### src/rtl/layer_1_result_reader_if.sv
`default_nettype none
// ============================================================================
// Module      : layer_1_result_reader_if
// Description : Valid/ready result stream carrying one layer-1 result word
//               per handshake, plus its index and a last-word marker.
//               master : the reader (drives data/index/valid/last)
//               slave  : the consumer (drives out_ready)
// Ports       : out_data  [DATA_SIZE]   current result word
//               out_index [INDEX_SIZE]  index of out_data (0..19)
//               out_valid               data/index/last are valid
//               out_ready               consumer accepts the word
//               out_last                high with the final index
// Revision    : 1.0  initial release
// ============================================================================
interface layer_1_result_reader_if #(
  parameter int DATA_SIZE  = 32,
  parameter int INDEX_SIZE = 5
);
  logic [DATA_SIZE-1:0]  out_data;
  logic [INDEX_SIZE-1:0] out_index;
  logic                  out_valid;
  logic                  out_ready;
  logic                  out_last;

  modport master (
    output out_data,
    output out_index,
    output out_valid,
    output out_last,
    input  out_ready
  );

  modport slave (
    input  out_data,
    input  out_index,
    input  out_valid,
    input  out_last,
    output out_ready
  );
endinterface
`default_nettype wire

### src/rtl/layer_1_result_reader.sv
`default_nettype none
// ============================================================================
// Module      : layer_1_result_reader
// Description : Captures all twenty layer-1 leaky-ReLU results on the load
//               strobe and drains them one word per handshake over a
//               valid/ready stream. Flags loads that arrive mid-drain.
// Ports       : clk                  rising-edge clock
//               reset                asynchronous active-low reset
//               load                 capture strobe (layer 1 done_complete)
//               layer_1_input_1..20  results to capture (signed)
//               out_if (master)      out_data/out_index/out_valid/
//                                    out_ready/out_last stream
//               busy                 high while streaming
//               done                 one-cycle pulse after the final word
//               overrun              sticky: load seen while busy
//               argmax_index/value   largest result of the last drain
// Options     : LAYER_1_READER_ARGMAX_EN  build the running signed maximum;
//               when undefined argmax_index/argmax_value are constant 0.
// Revision    : 1.0  initial release
// ============================================================================
module layer_1_result_reader #(
  parameter int DATA_SIZE   = 32,
  parameter int NUM_RESULTS = 20,  // ports are fixed at 20; must stay 20
  parameter int INDEX_SIZE  = 5
) (
  input  wire logic                  clk,
  input  wire logic                  reset,
  input  wire logic                  load,
  input  wire logic [DATA_SIZE-1:0]  layer_1_input_1,
  input  wire logic [DATA_SIZE-1:0]  layer_1_input_2,
  input  wire logic [DATA_SIZE-1:0]  layer_1_input_3,
  input  wire logic [DATA_SIZE-1:0]  layer_1_input_4,
  input  wire logic [DATA_SIZE-1:0]  layer_1_input_5,
  input  wire logic [DATA_SIZE-1:0]  layer_1_input_6,
  input  wire logic [DATA_SIZE-1:0]  layer_1_input_7,
  input  wire logic [DATA_SIZE-1:0]  layer_1_input_8,
  input  wire logic [DATA_SIZE-1:0]  layer_1_input_9,
  input  wire logic [DATA_SIZE-1:0]  layer_1_input_10,
  input  wire logic [DATA_SIZE-1:0]  layer_1_input_11,
  input  wire logic [DATA_SIZE-1:0]  layer_1_input_12,
  input  wire logic [DATA_SIZE-1:0]  layer_1_input_13,
  input  wire logic [DATA_SIZE-1:0]  layer_1_input_14,
  input  wire logic [DATA_SIZE-1:0]  layer_1_input_15,
  input  wire logic [DATA_SIZE-1:0]  layer_1_input_16,
  input  wire logic [DATA_SIZE-1:0]  layer_1_input_17,
  input  wire logic [DATA_SIZE-1:0]  layer_1_input_18,
  input  wire logic [DATA_SIZE-1:0]  layer_1_input_19,
  input  wire logic [DATA_SIZE-1:0]  layer_1_input_20,
  layer_1_result_reader_if.master    out_if,
  output logic                       busy,
  output logic                       done,
  output logic                       overrun,
  output logic [INDEX_SIZE-1:0]      argmax_index,
  output logic [DATA_SIZE-1:0]       argmax_value
);

  localparam logic [INDEX_SIZE-1:0] c_LAST_IDX = INDEX_SIZE'(NUM_RESULTS - 1);

  typedef enum logic [0:0] {
    ST_IDLE   = 1'b0,
    ST_STREAM = 1'b1
  } state_t;

  state_t                r_state;
  logic [DATA_SIZE-1:0]  r_buf [0:NUM_RESULTS-1];
  logic [DATA_SIZE-1:0]  r_out_data;
  // The registered out_index doubles as the drain pointer (idx).
  logic [INDEX_SIZE-1:0] r_out_index;
  logic                  r_out_valid;
  logic                  r_out_last;
  logic                  r_busy;
  logic                  r_done;
  logic                  r_overrun;

  logic [DATA_SIZE-1:0]  w_in [0:NUM_RESULTS-1];
  logic                  w_capture;
  logic                  w_handshake;
  logic [INDEX_SIZE-1:0] w_next_index;

  assign w_in[0]  = layer_1_input_1;
  assign w_in[1]  = layer_1_input_2;
  assign w_in[2]  = layer_1_input_3;
  assign w_in[3]  = layer_1_input_4;
  assign w_in[4]  = layer_1_input_5;
  assign w_in[5]  = layer_1_input_6;
  assign w_in[6]  = layer_1_input_7;
  assign w_in[7]  = layer_1_input_8;
  assign w_in[8]  = layer_1_input_9;
  assign w_in[9]  = layer_1_input_10;
  assign w_in[10] = layer_1_input_11;
  assign w_in[11] = layer_1_input_12;
  assign w_in[12] = layer_1_input_13;
  assign w_in[13] = layer_1_input_14;
  assign w_in[14] = layer_1_input_15;
  assign w_in[15] = layer_1_input_16;
  assign w_in[16] = layer_1_input_17;
  assign w_in[17] = layer_1_input_18;
  assign w_in[18] = layer_1_input_19;
  assign w_in[19] = layer_1_input_20;

  // Loads are only honoured in IDLE; a load while streaming leaves the
  // buffer untouched so the drain in progress completes with its own data.
  assign w_capture    = (r_state == ST_IDLE) && load;
  assign w_handshake  = (r_state == ST_STREAM) && out_if.out_ready;
  assign w_next_index = r_out_index + INDEX_SIZE'(1);

  // Result buffer has no reset: its contents only matter after a capture.
  always_ff @(posedge clk) begin
    if (w_capture) begin
      for (int i = 0; i < NUM_RESULTS; i++) begin
        r_buf[i] <= w_in[i];
      end
    end
  end

  // Control FSM; every stream output is a register so out_ready never
  // reaches an output combinationally.
  always_ff @(posedge clk or negedge reset) begin
    if (!reset) begin
      r_state     <= ST_IDLE;
      r_out_data  <= '0;
      r_out_index <= '0;
      r_out_valid <= 1'b0;
      r_out_last  <= 1'b0;
      r_busy      <= 1'b0;
      r_done      <= 1'b0;
      r_overrun   <= 1'b0;
    end else begin
      r_done <= 1'b0;
      case (r_state)
        ST_IDLE: begin
          if (load) begin
            r_state     <= ST_STREAM;
            r_out_data  <= w_in[0];
            r_out_index <= '0;
            r_out_valid <= 1'b1;
            r_out_last  <= (c_LAST_IDX == '0);
            r_busy      <= 1'b1;
          end
        end
        ST_STREAM: begin
          if (load) begin
            r_overrun <= 1'b1;
          end
          if (w_handshake) begin
            if (r_out_index == c_LAST_IDX) begin
              r_state     <= ST_IDLE;
              r_out_data  <= '0;
              r_out_index <= '0;
              r_out_valid <= 1'b0;
              r_out_last  <= 1'b0;
              r_busy      <= 1'b0;
              r_done      <= 1'b1;
            end else begin
              r_out_data  <= r_buf[w_next_index];
              r_out_index <= w_next_index;
              r_out_last  <= (w_next_index == c_LAST_IDX);
            end
          end
        end
        default: begin
          r_state <= ST_IDLE;
        end
      endcase
    end
  end

  assign out_if.out_data  = r_out_data;
  assign out_if.out_index = r_out_index;
  assign out_if.out_valid = r_out_valid;
  assign out_if.out_last  = r_out_last;
  assign busy             = r_busy;
  assign done             = r_done;
  assign overrun          = r_overrun;

`ifdef LAYER_1_READER_ARGMAX_EN
  logic [DATA_SIZE-1:0]  r_max_val;
  logic [INDEX_SIZE-1:0] r_max_idx;
  logic [DATA_SIZE-1:0]  r_argmax_value;
  logic [INDEX_SIZE-1:0] r_argmax_index;
  logic                  w_take;
  logic [DATA_SIZE-1:0]  w_next_max_val;
  logic [INDEX_SIZE-1:0] w_next_max_idx;

  // Word 0 seeds the running max; later words must be strictly greater,
  // so on ties the lower index wins.
  always_comb begin
    w_take         = (r_out_index == '0) ||
                     ($signed(r_out_data) > $signed(r_max_val));
    w_next_max_val = w_take ? r_out_data  : r_max_val;
    w_next_max_idx = w_take ? r_out_index : r_max_idx;
  end

  // Published result moves on the same edge that raises done and then
  // holds until the next completed drain.
  always_ff @(posedge clk or negedge reset) begin
    if (!reset) begin
      r_max_val      <= '0;
      r_max_idx      <= '0;
      r_argmax_value <= '0;
      r_argmax_index <= '0;
    end else if (w_handshake) begin
      r_max_val <= w_next_max_val;
      r_max_idx <= w_next_max_idx;
      if (r_out_index == c_LAST_IDX) begin
        r_argmax_value <= w_next_max_val;
        r_argmax_index <= w_next_max_idx;
      end
    end
  end

  assign argmax_index = r_argmax_index;
  assign argmax_value = r_argmax_value;
`else
  assign argmax_index = '0;
  assign argmax_value = '0;
`endif

endmodule
`default_nettype wire
### src/flat_wrapper.sv
// flat-port wrapper written by rule: the top's interface ports become plain ports
module layer_1_result_reader_flat 
#(
  parameter int DATA_SIZE   = 32,
  parameter int NUM_RESULTS = 20,                                        
  parameter int INDEX_SIZE  = 5
)
  (clk, reset, load, layer_1_input_1, layer_1_input_2, layer_1_input_3, layer_1_input_4, layer_1_input_5, layer_1_input_6, layer_1_input_7, layer_1_input_8, layer_1_input_9, layer_1_input_10, layer_1_input_11, layer_1_input_12, layer_1_input_13, layer_1_input_14, layer_1_input_15, layer_1_input_16, layer_1_input_17, layer_1_input_18, layer_1_input_19, layer_1_input_20, busy, done, overrun, argmax_index, argmax_value, out_if_out_data, out_if_out_index, out_if_out_valid, out_if_out_last, out_if_out_ready);
  layer_1_result_reader_if #(.DATA_SIZE(DATA_SIZE), .INDEX_SIZE(INDEX_SIZE)) out_if_i ();
  input  wire logic clk;
  input  wire logic reset;
  input  wire logic load;
  input  wire logic [DATA_SIZE-1:0] layer_1_input_1;
  input  wire logic [DATA_SIZE-1:0] layer_1_input_2;
  input  wire logic [DATA_SIZE-1:0] layer_1_input_3;
  input  wire logic [DATA_SIZE-1:0] layer_1_input_4;
  input  wire logic [DATA_SIZE-1:0] layer_1_input_5;
  input  wire logic [DATA_SIZE-1:0] layer_1_input_6;
  input  wire logic [DATA_SIZE-1:0] layer_1_input_7;
  input  wire logic [DATA_SIZE-1:0] layer_1_input_8;
  input  wire logic [DATA_SIZE-1:0] layer_1_input_9;
  input  wire logic [DATA_SIZE-1:0] layer_1_input_10;
  input  wire logic [DATA_SIZE-1:0] layer_1_input_11;
  input  wire logic [DATA_SIZE-1:0] layer_1_input_12;
  input  wire logic [DATA_SIZE-1:0] layer_1_input_13;
  input  wire logic [DATA_SIZE-1:0] layer_1_input_14;
  input  wire logic [DATA_SIZE-1:0] layer_1_input_15;
  input  wire logic [DATA_SIZE-1:0] layer_1_input_16;
  input  wire logic [DATA_SIZE-1:0] layer_1_input_17;
  input  wire logic [DATA_SIZE-1:0] layer_1_input_18;
  input  wire logic [DATA_SIZE-1:0] layer_1_input_19;
  input  wire logic [DATA_SIZE-1:0] layer_1_input_20;
  output logic busy;
  output logic done;
  output logic overrun;
  output logic [INDEX_SIZE-1:0] argmax_index;
  output logic [DATA_SIZE-1:0] argmax_value;
  output wire logic [$bits(out_if_i.out_data)-1:0] out_if_out_data;
  output wire logic [$bits(out_if_i.out_index)-1:0] out_if_out_index;
  output wire logic [$bits(out_if_i.out_valid)-1:0] out_if_out_valid;
  output wire logic [$bits(out_if_i.out_last)-1:0] out_if_out_last;
  input wire logic [$bits(out_if_i.out_ready)-1:0] out_if_out_ready;
  assign out_if_out_data = out_if_i.out_data;
  assign out_if_out_index = out_if_i.out_index;
  assign out_if_out_valid = out_if_i.out_valid;
  assign out_if_out_last = out_if_i.out_last;
  assign out_if_i.out_ready = out_if_out_ready;
  layer_1_result_reader #(.DATA_SIZE(DATA_SIZE), .NUM_RESULTS(NUM_RESULTS), .INDEX_SIZE(INDEX_SIZE)) u_core (.clk(clk), .reset(reset), .load(load), .layer_1_input_1(layer_1_input_1), .layer_1_input_2(layer_1_input_2), .layer_1_input_3(layer_1_input_3), .layer_1_input_4(layer_1_input_4), .layer_1_input_5(layer_1_input_5), .layer_1_input_6(layer_1_input_6), .layer_1_input_7(layer_1_input_7), .layer_1_input_8(layer_1_input_8), .layer_1_input_9(layer_1_input_9), .layer_1_input_10(layer_1_input_10), .layer_1_input_11(layer_1_input_11), .layer_1_input_12(layer_1_input_12), .layer_1_input_13(layer_1_input_13), .layer_1_input_14(layer_1_input_14), .layer_1_input_15(layer_1_input_15), .layer_1_input_16(layer_1_input_16), .layer_1_input_17(layer_1_input_17), .layer_1_input_18(layer_1_input_18), .layer_1_input_19(layer_1_input_19), .layer_1_input_20(layer_1_input_20), .out_if(out_if_i), .busy(busy), .done(done), .overrun(overrun), .argmax_index(argmax_index), .argmax_value(argmax_value));
endmodule
### config.mk
export PLATFORM = sky130hd
export DESIGN_NAME = layer_1_result_reader_flat
export DESIGN_NICKNAME = d
export VERILOG_FILES = /design/src/rtl/layer_1_result_reader_if.sv /design/src/rtl/layer_1_result_reader.sv /design/src/flat_wrapper.sv
export SDC_FILE = /design/constraint.sdc
export NUM_CORES = 1
export LEC_CHECK = 0
export CAP_MARGIN = 20
export CELL_PAD_IN_SITES_DETAIL_PLACEMENT = 0
export CELL_PAD_IN_SITES_GLOBAL_PLACEMENT = 1
export CORE_AREA = 2 2 285 287
export CTS_CLUSTER_DIAMETER = 200
export DETAILED_ROUTE_END_ITERATION = 7
export DIE_AREA = 0 0 287 289
export PLACE_DENSITY = 0.73
export SLEW_MARGIN = 30
export SYNTH_ARGS = -nofsm -noshare
export SYNTH_HDL_FRONTEND = slang
export SYNTH_SLANG_ARGS = --single-unit
### constraint.sdc
create_clock -name clk -period 21.8 [get_ports clk]
set_clock_uncertainty 0.05 [all_clocks]
set_input_delay 4.36 -clock clk [delete_from_list [all_inputs] [get_ports clk]]
set_output_delay 4.36 -clock clk [all_outputs]
set_load 0.01 [all_outputs]
==> impl_results.md <==
- Hold Crit Class: reg2reg
- Die Span Y: 289 um
- Final-report setup violation count: 0
- Seq/Total Area, Yosys: 76.31%
- Num CTS Buffers: 76
- R2R setup slack: 16.66 ns
- Period Utilization, post-route: 37.32%
- Initial Util: 33.25%
- Largest net degree at the start of global routing: 153
- Longest Clk Path Bufs: 3
- Required time of the critical path: 22.00 ns
- Status: finished, final reports clean
- Most frequent cells in the layout: clkdlybuf4s50_1, edfxtp_1, mux2i_1, nand2_1, mux4_2
- Setup CP Type: in2reg
- Worst skew pair latency: 0.63 ns
- Area Growth Syn to Fin: 40.34%
- Via count: 16050
- RSZ-0062 raised after global routing: no
- Gate Count Post-Synth: 1422
- Top FF cell, synth: edfxtp_1
- Clock period minus worst slack: 8.136 ns
- Synth async-reset ratio: 6.158%
- Die area: 82940 um2
- Initial antenna violation count: 22
- Iter 0 DRT Violations: 1329
- Pwr Density: 115.2 nW/um2
- Max IR drop VDD: 0.00006776 V
- First-pass GRT wire length: 115100 um
- Clock H-tree levels: 3
- Critical Path Sink Type: flop
- Fmax: 122.9 MHz
- DRT Pass-1 Iters: 5
- Syn Area/Cell: 18.68 um2
- CTS tree: yes
- # Post-CTS Setup Buffers: 0
- Routed WL: 83330 um
- Die X-Extent: 287 um
- Post-route ant nets: 0
- Most common cell after layout, fill and taps aside: clkdlybuf4s50_1
- Post-CTS sizing: 0
- Worst-path maximum fanout: 152
- Slew margin rel.: 40.43%
- Gr usage total: 19.44%
- Synthesized flop and latch total: 682
- P_leak: 12.58 nW
- Crit start category: input port
- Slew @ Worst Pin: 0.8935 ns
- Synth Warn #: 0
- Hold_buf cts: 0
- Clock root buffer: clkbuf_16
- Fin area: 37280 um2
- Reg clk slew, reported paths: 0.05 ns
- IO Pins: 723
- Routed vias/inst: 4.915
- DRC viols: 0
- Vias in the first global route: 17080
- Share of post-route cells with drive strength above 1: 11.48%
- I/O Buffers: 685
- Max-slew violation count: 0
- Wire length per cell: 25.51 um
- Row Count: 104
- Core Area: 79900 um2
- Clk sinks: 682
- Total of max-cap violations: 0
- Post-DP Area: 34640 um2
- Post-Syn Area: 26560 um2
- Sum Neg Setup Slack: 0 ns
- Crit path arrival time: 8.34 ns
- Hold Vio Cnt, Final: 0
- GPL Wtd Cong: 0.8111
- Dpl hpwl: 59310 um
- Grt ovf: 0
- Final-stage net count: 2776
- Post-synth cell types: 28
- Number of enable flip-flop cells after synthesis: 640
==> cell usage after synthesis (3+ instances only) <==
master | count | area share (%)
edfxtp_1 | 640 | 72
mux2i_1 | 128 | 4.8
nand2_1 | 105 | 1.5
mux4_2 | 96 | 8.1
o21ai_0 | 70 | 1.3
a211oi_1 | 64 | 1.8
clkbuf_1 | 51 | 0.72
dfrtp_1 | 42 | 4.0
buf_4 | 40 | 1.1
nor2_1 | 39 | 0.55
a21oi_1 | 33 | 0.62
a221oi_1 | 32 | 1.1
a22oi_1 | 32 | 0.90
buf_2 | 25 | 0.47
inv_1 | 3 | 0.042
nand2b_1 | 3 | 0.071
nand3_1 | 3 | 0.057
xor2_1 | 3 | 0.099
==> worst paths after layout <==
check / from / to / depth (start not counted)
worst max-delay path: load / u_core.r_buf[7][28] / 7
worst min register to register: u_core.out_if.out_last / u_core.out_if.out_last / 2
worst max register to register: u_core.out_if.out_index[0] / u_core.out_if.out_data[27] / 10
max in group asynchronous: reset / u_core.out_if.out_index[0] / 1
min in group asynchronous: reset / u_core.out_if.out_data[31] / 1
worst min-delay path: u_core.out_if.out_last / u_core.out_if.out_last / 2
==> through the flow <==
| stage | instances | setup WS, ns | utilization, % | power (mW) | hold WS, ns |
|---|---|---|---|---|---|
| 2_1_floorplan | 1458 | 2.231 | - | 2.440 | 0.4432 |
| 3_3_place_gp | 3110 | 13.15 | 43.32 | 3.030 | 0.4369 |
| 3_5_place_dp | 3111 | 12.90 | 43.36 | 3.048 | 0.4317 |
| 4_1_cts | 3245 | 13.56 | 46.56 | 4.350 | 0.4436 |
| 5_1_grt | 3262 | 13.52 | 46.64 | 4.488 | 0.4774 |
| 6_report | 3266 | 13.66 | 46.66 | 4.294 | 0.4400 |
==> sequential cells by signal (all words and copies together) (netlist names) <==
| register | cells |
|---|---|
| u_core.out_if.out_data | 32 |
| u_core.out_if.out_valid | 1 |
| u_core.r_state | 1 |
| u_core.out_if.out_index | 5 |
| u_core.done | 1 |
| u_core.r_buf | 640 |
| u_core.out_if.out_last | 1 |
| u_core.overrun | 1 |
==> final cells by class <==
| type | count | area, um2 |
|---|---|---|
| flip-flops and latches | 682 | 20270 |
| repair buffers | 712 | 7122 |
| clock inverters | 50 | 625.6 |
| diodes | 20 | 50.05 |
| clock buffers | 84 | 1932 |
| well taps | 1060 | 1326 |
| multi-input cells | 655 | 5929 |
| inverters | 3 | 18.77 |
| fillers | 6823 | 42620 |
==> worst max-delay path, cell delays in order <==
cell,delay (ns)
clkdlybuf4s50_1,0.52
nand2b_2,0.12
inv_8,0.51
buf_12,0.46
buf_16,0.45
buf_6,0.68
buf_12,0.62
==> power by group <==
part / internal [mW] / switching (mW) / total (mW)
sequential: 1.50 / 0.0515 / 1.55
combinational: 0.637 / 0.809 / 1.45
clock: 0.748 / 0.549 / 1.30
==> cell families after synthesis <==
family / share of synthesized area, %
XOR/XNOR: 0.1932
AO/OA/AOI/OAI: 5.770
flip-flops: 76.31
multiplexers: 12.96
adder cells (fa/ha/maj): 0.09420
buffers and inverters: 2.393
AND/OR/NAND/NOR: 2.261
other: 0.01412
==> routing by layer <==
layer  GRT usage (%)  vias to the layer above  share of wire (%)  routed length, um
li1                -                     7106                  -                  -
met1           22.81                     8017                 37              30430
met2           33.38                      790                 51              42510
met3           6.055                      132                9.4               7820
met4           7.526                        8                3.0               2528
met5               0                        -              0.052                 43
Note: power is estimated with default switching activity, not from simulation.
==> RTL change 1, RTL diff (same settings) <==
The option `LAYER_1_READER_ARGMAX_EN` is turned on by a define.
--- a/src/rtl/layer_1_result_reader.sv
+++ b/src/rtl/layer_1_result_reader.sv
@@ -19,4 +19,6 @@
 // Revision    : 1.0  initial release
 // ============================================================================
+`define LAYER_1_READER_ARGMAX_EN
+
 module layer_1_result_reader #(
   parameter int DATA_SIZE   = 32,
Behaviour: no difference found for any inputs over 4 cycles, from zero or initial values and one cycle with reset low; that may be too few to reach the edited logic, so the function may still have changed.
==> RTL change 1 against the original RTL <==
Largest power group unchanged; first-iteration DRC count grew 19%; setup slack lost 0.22 ns; highest routed layer unchanged; fmax shrank 2.7%; power grew 17%; synthesized area grew 14%; design area grew 11%; synthesized cell count grew 17%; sequential cell count grew 74; wire length grew 15%.
==> RTL change 1: results (changes against the original RTL) <==
[detailed_routing]
viasPerCell=5.21  ; +6.1%
drt_iter0_markers=1581  ; +19%
wire_per_inst_um=26.9  ; +5.4%

[finish]
seq_share=0.534  ; -0.00988
nFlopsAndLatches=756  ; +11%
n_all_buffers=749  ; +5.2%
n_all_inverters=39  ; +36
layout.comb_gates.multi_input=760  ; +16%
fill_cells=6506  ; -4.6%
clkCellAreaFrac=0.0661  ; -0.00254
nNetsFinal=3067  ; +10%
nonClkBufAreaFrac=0.181  ; -0.0105
drive_gt1_frac=0.148  ; +0.0333
multi_input_area_um2=7530  ; +27%
clock_buffers=109  ; +30%
diodes=30  ; +50%

[status]
status=finished, final reports clean

[critical_path]
cp_max_fo=163  ; +7.2%
crit_arrival_ns=8.56  ; +0.22 ns
timing.rr.start=u_core.r_state

[synthesis]
yosys-top-cells-count=edfxtp_1 (640), mux4_2 (160), dfrtp_1 (116), o21ai_0 (107), nand2_1 (82)
ys_top_cells_by_area=edfxtp_1 (64%), mux4_2 (12%), dfrtp_1 (9.6%), o21ai_0 (1.8%), ha_1 (1.5%)
async_reset_ff_frac=0.153  ; +0.0919
yosysUniqueCellTypes=45  ; +61%
seq_area_frac_synth=0.733  ; -0.0299

[clock_tree]
cts_buffers=82  ; +7.9%
cts.repair.resized=0  ; unchanged

[placement]
dp_hpwl_mm=70.1  ; +18%
gp_congestion=0.847  ; +4.4%
pre_cts_ws_ns=12.74  ; -0.166 ns
io_buffers=722  ; +5.4%

[global_route]
grt_max_degree=203  ; +33%
grt_pass1_vias=19421  ; +14%
grt_usage=0.226  ; +0.0317
grt_pass1_wl_mm=134  ; +16%
antenna_found_initial=43  ; +95%

[pwr]
p_leak_nw=14.0  ; +12%
peakVddDrop_mv=0.0773  ; +14%

[sta]
slew_headroom=0.377  ; -0.0272
finalHoldViolations=0  ; unchanged

[hold_path]
worstHoldStart=u_core.overrun
min_path_cells=1  ; -1

RTL change 1: changes by cell type after synthesis, moves of 34 or more:
cell and delta:
dfrtp_1 +74, buf_4 -38, nand3_1 +40, mux2_2 +34
inv_1 +36, a31oi_1 +35, mux4_2 +64, o21ai_0 +37
mux2i_1 -128
RTL change 1: path summary, 6_finish.rpt:
path	end	slack, ns
max	u_core.r_buf[9][14]	13.44
min	u_core.overrun	0.41
max reg2reg	u_core.r_buf[9][14]	17.06
min reg2reg	u_core.overrun	0.41
max in group asynchronous	u_core.out_if.out_data[12]	16.81
min in group asynchronous	u_core.argmax_value[25]	3.63
RTL change 1: worst max-delay path, cell delays in order:
cell and delay, ns:
clkdlybuf4s50_1 0.53, nand2b_2 0.44, inv_12 0.76, buf_4 0.77
buf_4 0.66, buf_4 0.85
RTL change 1: power by group:
group	switching [mW]	internal, mW
combinational	0.980	0.801
clock	0.584	0.835
sequential	0.121	1.70
total	1.69	3.34
RTL change 1: logic make-up (layout without fill, tap and decap cells):
logic type | Yosys count | in the layout | share of synthesized area
flops | 756 | 756 | 0.733
compound gates | 301 | 301 | 0.0621
simple gates | 224 | 224 | 0.0355
mux | 196 | 196 | 0.133
buf+inv | 143 | 941 | 0.0204
fa+ha+maj | 35 | 35 | 0.0145
xor+xnor | 4 | 4 | 0.00116
other cells | 0 | 30 | 0
RTL change 1: routing by layer:
metal / routed length [µm] / global-route usage / vias up
met5: 162 / 0 / -
met4: 2190 / 0.0820 / 24
met3: 7790 / 0.0660 / 128
met2: 48500 / 0.375 / 748
met1: 36800 / 0.283 / 9420
li1: - / - / 8169
RTL change 1: stage by stage:
step                cells  cell area (µm²)  utilization
finish               3547            41400        0.519
global route         3543            41400        0.518
CTS                  3516            41300        0.517
detailed placement   3363            38600        0.483
global placement     3363            38600        0.483
floorplan            1659            30200            -
==> RTL change 2, RTL diff (same settings) <==
Without the edit above. Register the output `overrun` once more, without a reset; this adds one clock of latency there. The other outputs are not delayed to match.
--- a/src/rtl/layer_1_result_reader.sv
+++ b/src/rtl/layer_1_result_reader.sv
@@ -172,5 +172,7 @@
   assign busy             = r_busy;
   assign done             = r_done;
-  assign overrun          = r_overrun;
+  always_ff @(posedge clk) begin
+    overrun <= r_overrun;
+  end
 
 `ifdef LAYER_1_READER_ARGMAX_EN
Check against the original RTL: not equivalent (Yosys sat finds a counterexample within 4 cycles, from zero or initial values and one cycle with reset low).
==> RTL change 2 against the original RTL <==
Sequential cell count is 1 higher; design area is 0.15% lower; setup slack better by 0.41 ns; first-iteration DRC count is 2.6% lower; wire length is 1.1% lower; via count is 0.62% lower; synthesized area hardly changed; power is 0.51% lower; combinational power hardly changed; die area stayed put.
==> RTL change 2: results (changes against the original RTL) <==
[global_route]
grt_usage=0.192  ; -0.00203
grt_pass1_wl_mm=114  ; -0.74%
grt_max_degree=197  ; +29%
grt_pass1_vias=16821  ; -1.5%
antenna_found_initial=15  ; -32%

[critical_path]
worstRegToRegCells=9  ; -1
crit_arrival_ns=7.94  ; -0.40 ns
worst_path_largest_cell_delay_ns=0.71  ; +0.03 ns
r2r_slack_ns=16.80  ; +0.14 ns
timing.rr.start=u_core.out_if.out_index[0]
cp_top_family=buffers and inverters
cp_max_fo=140  ; -7.9%
crit_start=load
r2r_end=u_core.out_if.out_data[4]
cpMaxStageDelayCell=inv_8

[synthesis]
yosysUniqueCellTypes=29  ; +3.6%
ys_top_cells_by_area=edfxtp_1 (72%), mux4_2 (8.1%), mux2i_1 (4.8%), dfrtp_1 (4.0%), a211oi_1 (1.8%)
yosysWarnings=0  ; unchanged
async_reset_ff_frac=0.0615  ; -0.0000902
seq_area_frac_synth=0.763  ; about the same
syn_area_per_cell_um2=18.7  ; about the same

[finish]
drive_gt1_frac=0.111  ; -0.00381
largest_reg_flops=640  ; unchanged
fill_cells=6800  ; -0.34%
nNetsFinal=2775  ; -0.036%

[status]
status=finished, final reports clean

[detailed_routing]
drt_iter0_markers=1295  ; -2.6%
wirelength_mm=82.4  ; -1.1%
wire_per_inst_um=25.3  ; -0.87%
first_pass_iters=5  ; unchanged
vias=15953  ; -0.62%

[hold_path]
worstHoldStart=u_core.r_overrun
min_path_cells=0  ; -2
hold_path_end=u_core.overrun

[pwr]
peakVddDrop_mv=0.104  ; +53%
p_leak_nw=12.6  ; about the same

[placement]
gp_congestion=0.832  ; +2.5%
placed_area_um2=34700  ; +0.14%
dp_hpwl_mm=58.3  ; -1.7%
pre_cts_ws_ns=13.38  ; +0.479 ns
post-place-cells=3110  ; -0.032%

[clock_tree]
htreeDepth=3  ; unchanged
cts.repair.resized=0  ; unchanged
root_buffer=clkbuf_16
post_cts_buffers=0  ; unchanged

[sta]
slew_violations=0  ; unchanged
slew_headroom=0.345  ; -0.0592

-- RTL change 2: layout make-up --
| cell class | count | area (µm²) | share of cell area |
|---|---|---|---|
| flip-flops and latches | 683 | 20300 | 0.545 |
| repair buffers | 710 | 7160 | 0.192 |
| multi-input cells | 655 | 5930 | 0.159 |
| clock buffers | 87 | 1950 | 0.0525 |
| well taps | 1060 | 1330 | 0.0356 |
| clock inverters | 51 | 515 | 0.0139 |
| diodes | 10 | 25.0 | 0.000672 |
| inverters | 3 | 18.8 | 0.000504 |
-- RTL change 2: cells by family (layout without fill, tap and decap cells) --
group / count (synthesis) / after routing / synth area share
flops: 683 / 683 / 0.763
compound gates: 233 / 233 / 0.0577
mux: 224 / 224 / 0.130
simple gates: 154 / 154 / 0.0226
buf+inv: 121 / 851 / 0.0238
xor+xnor: 5 / 5 / 0.00193
fa+ha+maj: 2 / 2 / 0.000941
other cells: 1 / 47 / 0.000141
-- RTL change 2: power by group --
group / internal [mW] / switching (mW) / total [mW]
logic: 0.642 / 0.812 / 1.45
registers: 1.50 / 0.0515 / 1.55
clock network: 0.725 / 0.541 / 1.27
total: 2.87 / 1.40 / 4.27
-- RTL change 2: worst max-delay path by stage --
stage,to,slack (ns)
2_1_floorplan,u_core.out_if.out_index[1],2.23
3_3_place_gp,u_core.r_buf[13][31],13.42
3_5_place_dp,u_core.r_buf[17][28],13.38
4_1_cts,u_core.r_buf[18][30],14.06
5_1_grt,u_core.r_buf[19][30],13.96
6_report,u_core.r_buf[18][30],14.07
-- RTL change 2: stage by stage --
| step | hold WS, ns | total power, mW |
|---|---|---|
| global route | 0.383 | 4.46 |
| CTS | 0.374 | 4.33 |
| finish | 0.371 | 4.27 |
| floorplan | 0.299 | 2.44 |
| global placement | 0.363 | 3.05 |
| detailed placement | 0.358 | 3.06 |
-- RTL change 2: worst register-to-register path: stages (launching register included) --
cell	delay, ns
dfrtp_4	0.88
inv_1	0.34
ha_4	0.86
buf_12	0.52
buf_4	1.05
mux4_2	0.42
nand2_1	0.07
a21oi_1	0.42
a211oi_1	0.11
a211oi_1	0.23
-- RTL change 2: metal layers --
metal | global-route usage | routed length, µm
met1 | 0.225 | 30200
met2 | 0.336 | 42900
met3 | 0.0553 | 7100
met5 | 0 | 55
met4 | 0.0707 | 2120
